### src/rtl/gnr_node_lut.sv
// Gene-regulatory-network node: a shared truth table drives N_CH state channels.
// Slow channels are divided by DIV; each channel tracks how many updates left it unchanged.
module gnr_node_lut #(
  parameter int                N_IN      = 2,
  parameter int                N_CH      = 2,
  parameter int                DIV       = 2,
  parameter logic [N_CH-1:0]   SLOW_MASK = N_CH'(1),
  parameter int                STABLE_TH = 4
) (
  input  logic                   clk,
  input  logic                   rst,
  input  logic                   reset_nos,
  input  logic                   init_state,
  input  logic [N_CH-1:0]        start_ch,
  input  logic [N_CH*N_IN-1:0]   in_bits,
  input  logic                   lut_we,
  input  logic [(1<<N_IN)-1:0]   lut_data,
  output logic [N_CH-1:0]        s,
  output logic [N_CH-1:0]        changed,
  output logic [N_CH-1:0]        stable
);

  localparam int         LUT_W        = 1 << N_IN;
  localparam logic [3:0] PHASE_RELOAD = 4'(DIV - 1);
  localparam logic [7:0] STABLE_LIM   = 8'(STABLE_TH);

  logic [LUT_W-1:0]      lut_q, lut_d;
  logic [N_CH-1:0]       s_q, s_d;
  logic [N_CH-1:0]       changed_q, changed_d;
  logic [N_CH-1:0]       stable_q, stable_d;
  logic [N_CH-1:0][3:0]  phase_q, phase_d;
  logic [N_CH-1:0][7:0]  cnt_q, cnt_d;
  logic [N_CH-1:0]       next_val;

  // Evaluation always reads the registered table, so a same-cycle load takes effect next cycle.
  always_comb begin
    next_val = '0;
    for (int i = 0; i < N_CH; i++) begin
      next_val[i] = lut_q[in_bits[i*N_IN +: N_IN]];
    end
  end

  always_comb begin
    lut_d     = lut_we ? lut_data : lut_q;
    s_d       = s_q;
    changed_d = '0;
    phase_d   = phase_q;
    cnt_d     = cnt_q;
    stable_d  = '0;
    for (int i = 0; i < N_CH; i++) begin
      if (reset_nos) begin
        s_d[i]     = init_state;
        phase_d[i] = 4'd0;
        cnt_d[i]   = 8'd0;
      end else if (start_ch[i]) begin
        if (phase_q[i] == 4'd0) begin
          s_d[i]       = next_val[i];
          changed_d[i] = (next_val[i] != s_q[i]);
          if (next_val[i] != s_q[i]) begin
            cnt_d[i] = 8'd0;
          end else if (cnt_q[i] != 8'hFF) begin
            cnt_d[i] = cnt_q[i] + 8'd1;
          end
          phase_d[i] = SLOW_MASK[i] ? PHASE_RELOAD : 4'd0;
        end else begin
          phase_d[i] = phase_q[i] - 4'd1;
        end
      end
      stable_d[i] = (cnt_d[i] >= STABLE_LIM);
    end
  end

  always_ff @(posedge clk) begin
    if (rst) begin
      lut_q     <= '0;
      s_q       <= '0;
      changed_q <= '0;
      stable_q  <= '0;
      phase_q   <= '0;
      cnt_q     <= '0;
    end else begin
      lut_q     <= lut_d;
      s_q       <= s_d;
      changed_q <= changed_d;
      stable_q  <= stable_d;
      phase_q   <= phase_d;
      cnt_q     <= cnt_d;
    end
  end

  assign s       = s_q;
  assign changed = changed_q;
  assign stable  = stable_q;

endmodule

### config.mk
export PLATFORM = sky130hd
export DESIGN_NAME = gnr_node_lut
export DESIGN_NICKNAME = d
export VERILOG_FILES = /design/src/rtl/gnr_node_lut.sv
export SDC_FILE = /design/constraint.sdc
export NUM_CORES = 1
export LEC_CHECK = 0
export CORE_AREA = 3 3 59 61
export CTS_BUF_LIST = sky130_fd_sc_hd__clkbuf_2 sky130_fd_sc_hd__clkbuf_4 sky130_fd_sc_hd__clkbuf_8
export DETAILED_ROUTE_END_ITERATION = 10
export DIE_AREA = 0 0 62 64
export HOLD_SLACK_MARGIN = 0.12
export PLACE_DENSITY = 0.75
export SKIP_CTS_REPAIR_TIMING = 1
export SKIP_LAST_GASP = 1
export SLEW_MARGIN = 25
export SYNTH_ARGS = -nofsm -noshare
export SYNTH_HDL_FRONTEND = slang
export SYNTH_SLANG_ARGS = --single-unit
### constraint.sdc
create_clock -name clk -period 2.05 [get_ports clk]
set_input_delay 0.205 -clock clk [delete_from_list [all_inputs] [get_ports clk]]
set_output_delay 0.205 -clock clk [all_outputs]
set_load 0.01 [all_outputs]
[After elaboration in Yosys (flattened, before gate mapping)]
Cells that the tools add are included.
Storage, ports and cells
  register bits after elaboration: 34
  input bits: 15
  output and inout bits: 6
  word-level logic and storage cells: 59
Operators by class
  $add $sub $neg: 4
  magnitude comparators: 4
  equal/unequal tests: 4
  mux-type cells: 22
  bitwise logic cells: 4
  reductions and logical operators: 11
Operator list (count)
  two-way mux 8 bit: 10
  adder 8 x 1 -> 8 bit, second input constant: 2
  greater-or-equal comparator 8 x 3 -> 1 bit, second input constant: 2
  inequality test 8 bit, second input constant: 2
  logical NOT 4 bit: 2
  two-way mux 1 bit: 8
  two-way mux 4 bit: 2
  nonzero test 2 bit: 4
  OR reduction 4 bit: 2
  subtractor 4 x 1 -> 4 bit, second input constant: 2
  less-than comparator 2 x 3 -> 1 bit, second input constant: 2
  binary-select mux 1 bit (select 2 bit): 2
  NOT 1 bit: 4
  AND reduction 2 bit: 2
  inequality test 1 bit: 2
  OR reduction 2 bit: 1

[Logic depth before layout (Yosys ltp)]
  word-level depth: 8
  depth in mapped cells: 6
  mapped depth without buffers: 6

[Worst setup path before layout]
Ideal clock, no wire load.
  path kind: register to register
  start point: register phase_q[3] (netlist bit)
  end point: register stable_q[0], in the netlist stable[0]
  library setup time: 139 ps
  arrival: 1731 ps
  required time: 1911 ps
  slack: 179 ps
  cell stages (with the launch flop): 6
  path buffers: 0
  period minus slack after synthesis: 1871 ps
  cell sequence: dfxtp_1 or4b_4 nor4_2 xor2_1 nor4_1 a41oi_2
On the way
  longest elaborated chain between the ends: 5
Ends and longest elaborated chain
  from (decl): line 31  | logic [N_CH-1:0][3:0] phase_q, phase_d;
  from (signal assigned): line 86  | phase_q <= phase_d;
  logical NOT 4 bit: line 56  | if (phase_q[i] == 4'd0) begin
  two-way mux 8 bit: line 56
  two-way mux 8 bit: line 55  | end else if (start_ch[i]) begin
  two-way mux 8 bit: line 51  | if (reset_nos) begin
  greater-or-equal comparator 8 x 3 -> 1 bit: line 69  | stable_d[i] = (cnt_d[i] >= STABLE_LIM);
  to (signal assigned): line 85  | stable_q <= stable_d;
  to (decl): line 30  | logic [N_CH-1:0] stable_q, stable_d;
No other way between the ends.
A chain may end at the register's enable or synchronous reset.

[Worst setup path after layout]
  start point: register phase_q[5] (netlist bit)
  end point: register stable_q[1], in the netlist stable[1]
The elaborated chain is that of the path after synthesis.

==> impl_metrics.toml <==
[run_status]
status = "finished, final reports clean"

[worst_setup_path]
rr_endpoint = "stable[1]"
worstPathArrival_ns = 2.11
critPathLaunch = "phase_q[5]"
cp.required_ns = 2.28
path_class = "reg2reg"
ff2ff_setup_slack_ns = 0.17
endpoint = "stable[1]"
rr_worst_depth = 5
cp-end-kind = "flop"
reg2reg_from = "phase_q[5]"
critPathLaunchType = "flop"
critPathMaxFanout = 6

[synthesis]
synth-xor-area-share_pct = 4.81
syn_area_per_cell_um2 = 9.16
synth_simple_gate_area_share_pct = 32.1
synth_compound_area_share_pct = 9.69
synth_flop_cell = "dfxtp_1"
synth_cell_types = 42
syn_area_um2 = 1640
synth_cells = 179
synth_top_family_by_area = "simple AND/OR/NAND/NOR gates"
yosys_register_bits = 34
ys_warn_count = 0
syn-num-nets = 196
synthArstFlopShare_pct = 0
synth_mux_area_share_pct = 9.46
synth_fa_ha_area_share_pct = 1.53
synth_edf_count = 0
synth_seq_area_share_pct = 41.5

[finish]
layout.nets = 240
n_antenna_cell = 0
final_util_pct = 70.3
layout_commonest_cell = "dfxtp_1"
layout_common_cells = "34 x dfxtp_1, 29 x nor2_1, 20 x clkdlybuf4s50_1"
syn_to_final_growth_pct = 29.7
drive_gt1_share_pct = 19.2

[die]
core_area_um2 = 3030
initial_core_util_pct = 54.2
die_area_um2 = 3970
num_rows = 20
die_w_um = 62
dieHeight_um = 64
num_io_pins = 21

[grt]
grt_usage_pct = 20.4
grt-ovfl-total = 0
grt_max_degree = 11
antenna_found_initial = 0
grt_pass1_vias = 1467
grt_pass1_wl_um = 6190

[route]
avgViaCountPerCell = 5.48
vias = 1469
dr.first_iter.drc_count = 75
wl_per_cell_um = 13.1
wirelength_um = 3520
drc = 0
ant_nets = 0
firstDrtPassIters = 4

[clock_tree]
clockBufferDepth = 2
cts_root_buffer = "clkbuf_4"
clk_latency_ns = 0.34
cts_made_buffers = 5
cts_max_level = 2
cts_tree = "done"
cts_sinks = 34
path_clk_slew_ns = 0.10

[placed_design]
io_buffers = 20
dp_hpwl_um = 2700
gp_congestion = 0.881
post-place-ws_ns = -0.384

[timing]
fin_ws_ns = 0.174
fmax_ghz = 0.533
grt_setup_unrepaired = "no"
fin_skew_ns = 0.00429
drv_slew = 0
setup_viol_count_final = 0
tns_ns = 0
tightest_slew_ns = 0.286
slew_headroom_pct = 80.8
min_period_ns = 1.88
post-route-period-util_pct = 91.5
final-hold-violation-count = 0

[pwr]
ir_drop_uv = 461
p_leak_nw = 0.861
power.density_nw_per_um2 = 607
power_w = 0.00129

[hold_path]
hold_class = "in2reg"
worstHoldStart = "lut_data[2]"

[flow_run]
max_cap_viol_count = 0
[critical path: stages (launching register included)]
cell     delay (ns)
dfxtp_1        0.37
or4b_4         0.57
nor4_2         0.30
mux2i_1        0.28
and2_4         0.18
a31oi_2        0.07
[routing by layer]
metal / wire (um) / track usage, % / vias to the layer above / share of wire (%)
met5: 0 / 0 / - / 0
met4: 74 / 7.96 / 0 / 2.1
met3: 194 / 5.45 / 10 / 5.5
met2: 1730 / 32.8 / 40 / 49
met1: 1530 / 25.4 / 689 / 43
li1: - / - / 730 / -
[worst min path at each step]
stage / to / slack, ns / cells past startpoint
global route: lut_q[2] / 0.53 / 3
finish: lut_q[2] / 0.49 / 3
global placement: phase_q[4] / 0.48 / 2
floorplan: cnt_q[7] / 0.28 / 1
CTS: lut_q[2] / 0.49 / 3
detailed placement: cnt_q[1] / 0.52 / 2
[per-stage QoR]
step | cells | instance area, um2 | hold WS [ns]
floorplan | 179 | 1640 | 0.277
CTS | 268 | 2120 | 0.485
global placement | 260 | 2040 | 0.480
detailed placement | 260 | 2040 | 0.521
global route | 268 | 2130 | 0.527
finish | 268 | 2130 | 0.486
[report_power, final]
group	internal (W)	switching, W
Sequential	0.000673	0.00000956
Clock	0.000234	0.000229
Combinational	0.0000847	0.0000622
Total	0.000992	0.000301
[synthesized netlist by cell type (2+ instances only)]
library cell | count | share of area (%)
a21oi_1 | 10 | 3.1
a31oi_1 | 2 | 0.76
and2_1 | 2 | 0.76
and3_1 | 7 | 2.7
and4_1 | 2 | 1.1
clkbuf_1 | 2 | 0.46
dfxtp_1 | 34 | 41
ha_1 | 2 | 1.5
inv_1 | 2 | 0.46
mux2i_1 | 11 | 6.7
mux4_2 | 2 | 2.7
nand2_1 | 12 | 2.7
nand2b_1 | 6 | 2.3
nand3_1 | 5 | 1.5
nand4_1 | 3 | 1.1
nand4b_1 | 2 | 1.1
nor2_1 | 29 | 6.6
nor2_2 | 2 | 0.76
nor3_1 | 6 | 1.8
nor3b_1 | 2 | 0.92
nor4_1 | 2 | 0.76
nor4_2 | 2 | 1.5
o21ai_0 | 2 | 0.61
o21ai_1 | 3 | 0.92
or3b_1 | 2 | 1.1
or4b_4 | 2 | 1.7
xor2_1 | 8 | 4.3
[flip-flops by register name, summed over array words and instances, names as in the netlist]
name	cells
stable	2
changed	2
s	2
lut_q	4
phase_q	8
cnt_q	16
[final cells by class]
cell class                      instances  area (um2)
Fill cell                             245         900
Sequential cell                        34         681
Tap cell                               44        55.1
Multi-Input combinational cell        141         951
Timing Repair Buffer                   39         355
Clock buffer                            8        78.8
Inverter                                2        7.51
[cells by family (layout without fill, tap and decap cells)]
group,count (synthesis),in the layout
and+or+nand+nor,93,93
AOI/OAI and AO/OA,24,24
DFF,34,34
adders and majority gates,2,2
buffers and inverters,4,49
muxes,13,13
xor gates and xnor gates,9,9
No activity file was read; power rests on OpenSTA's default activity.
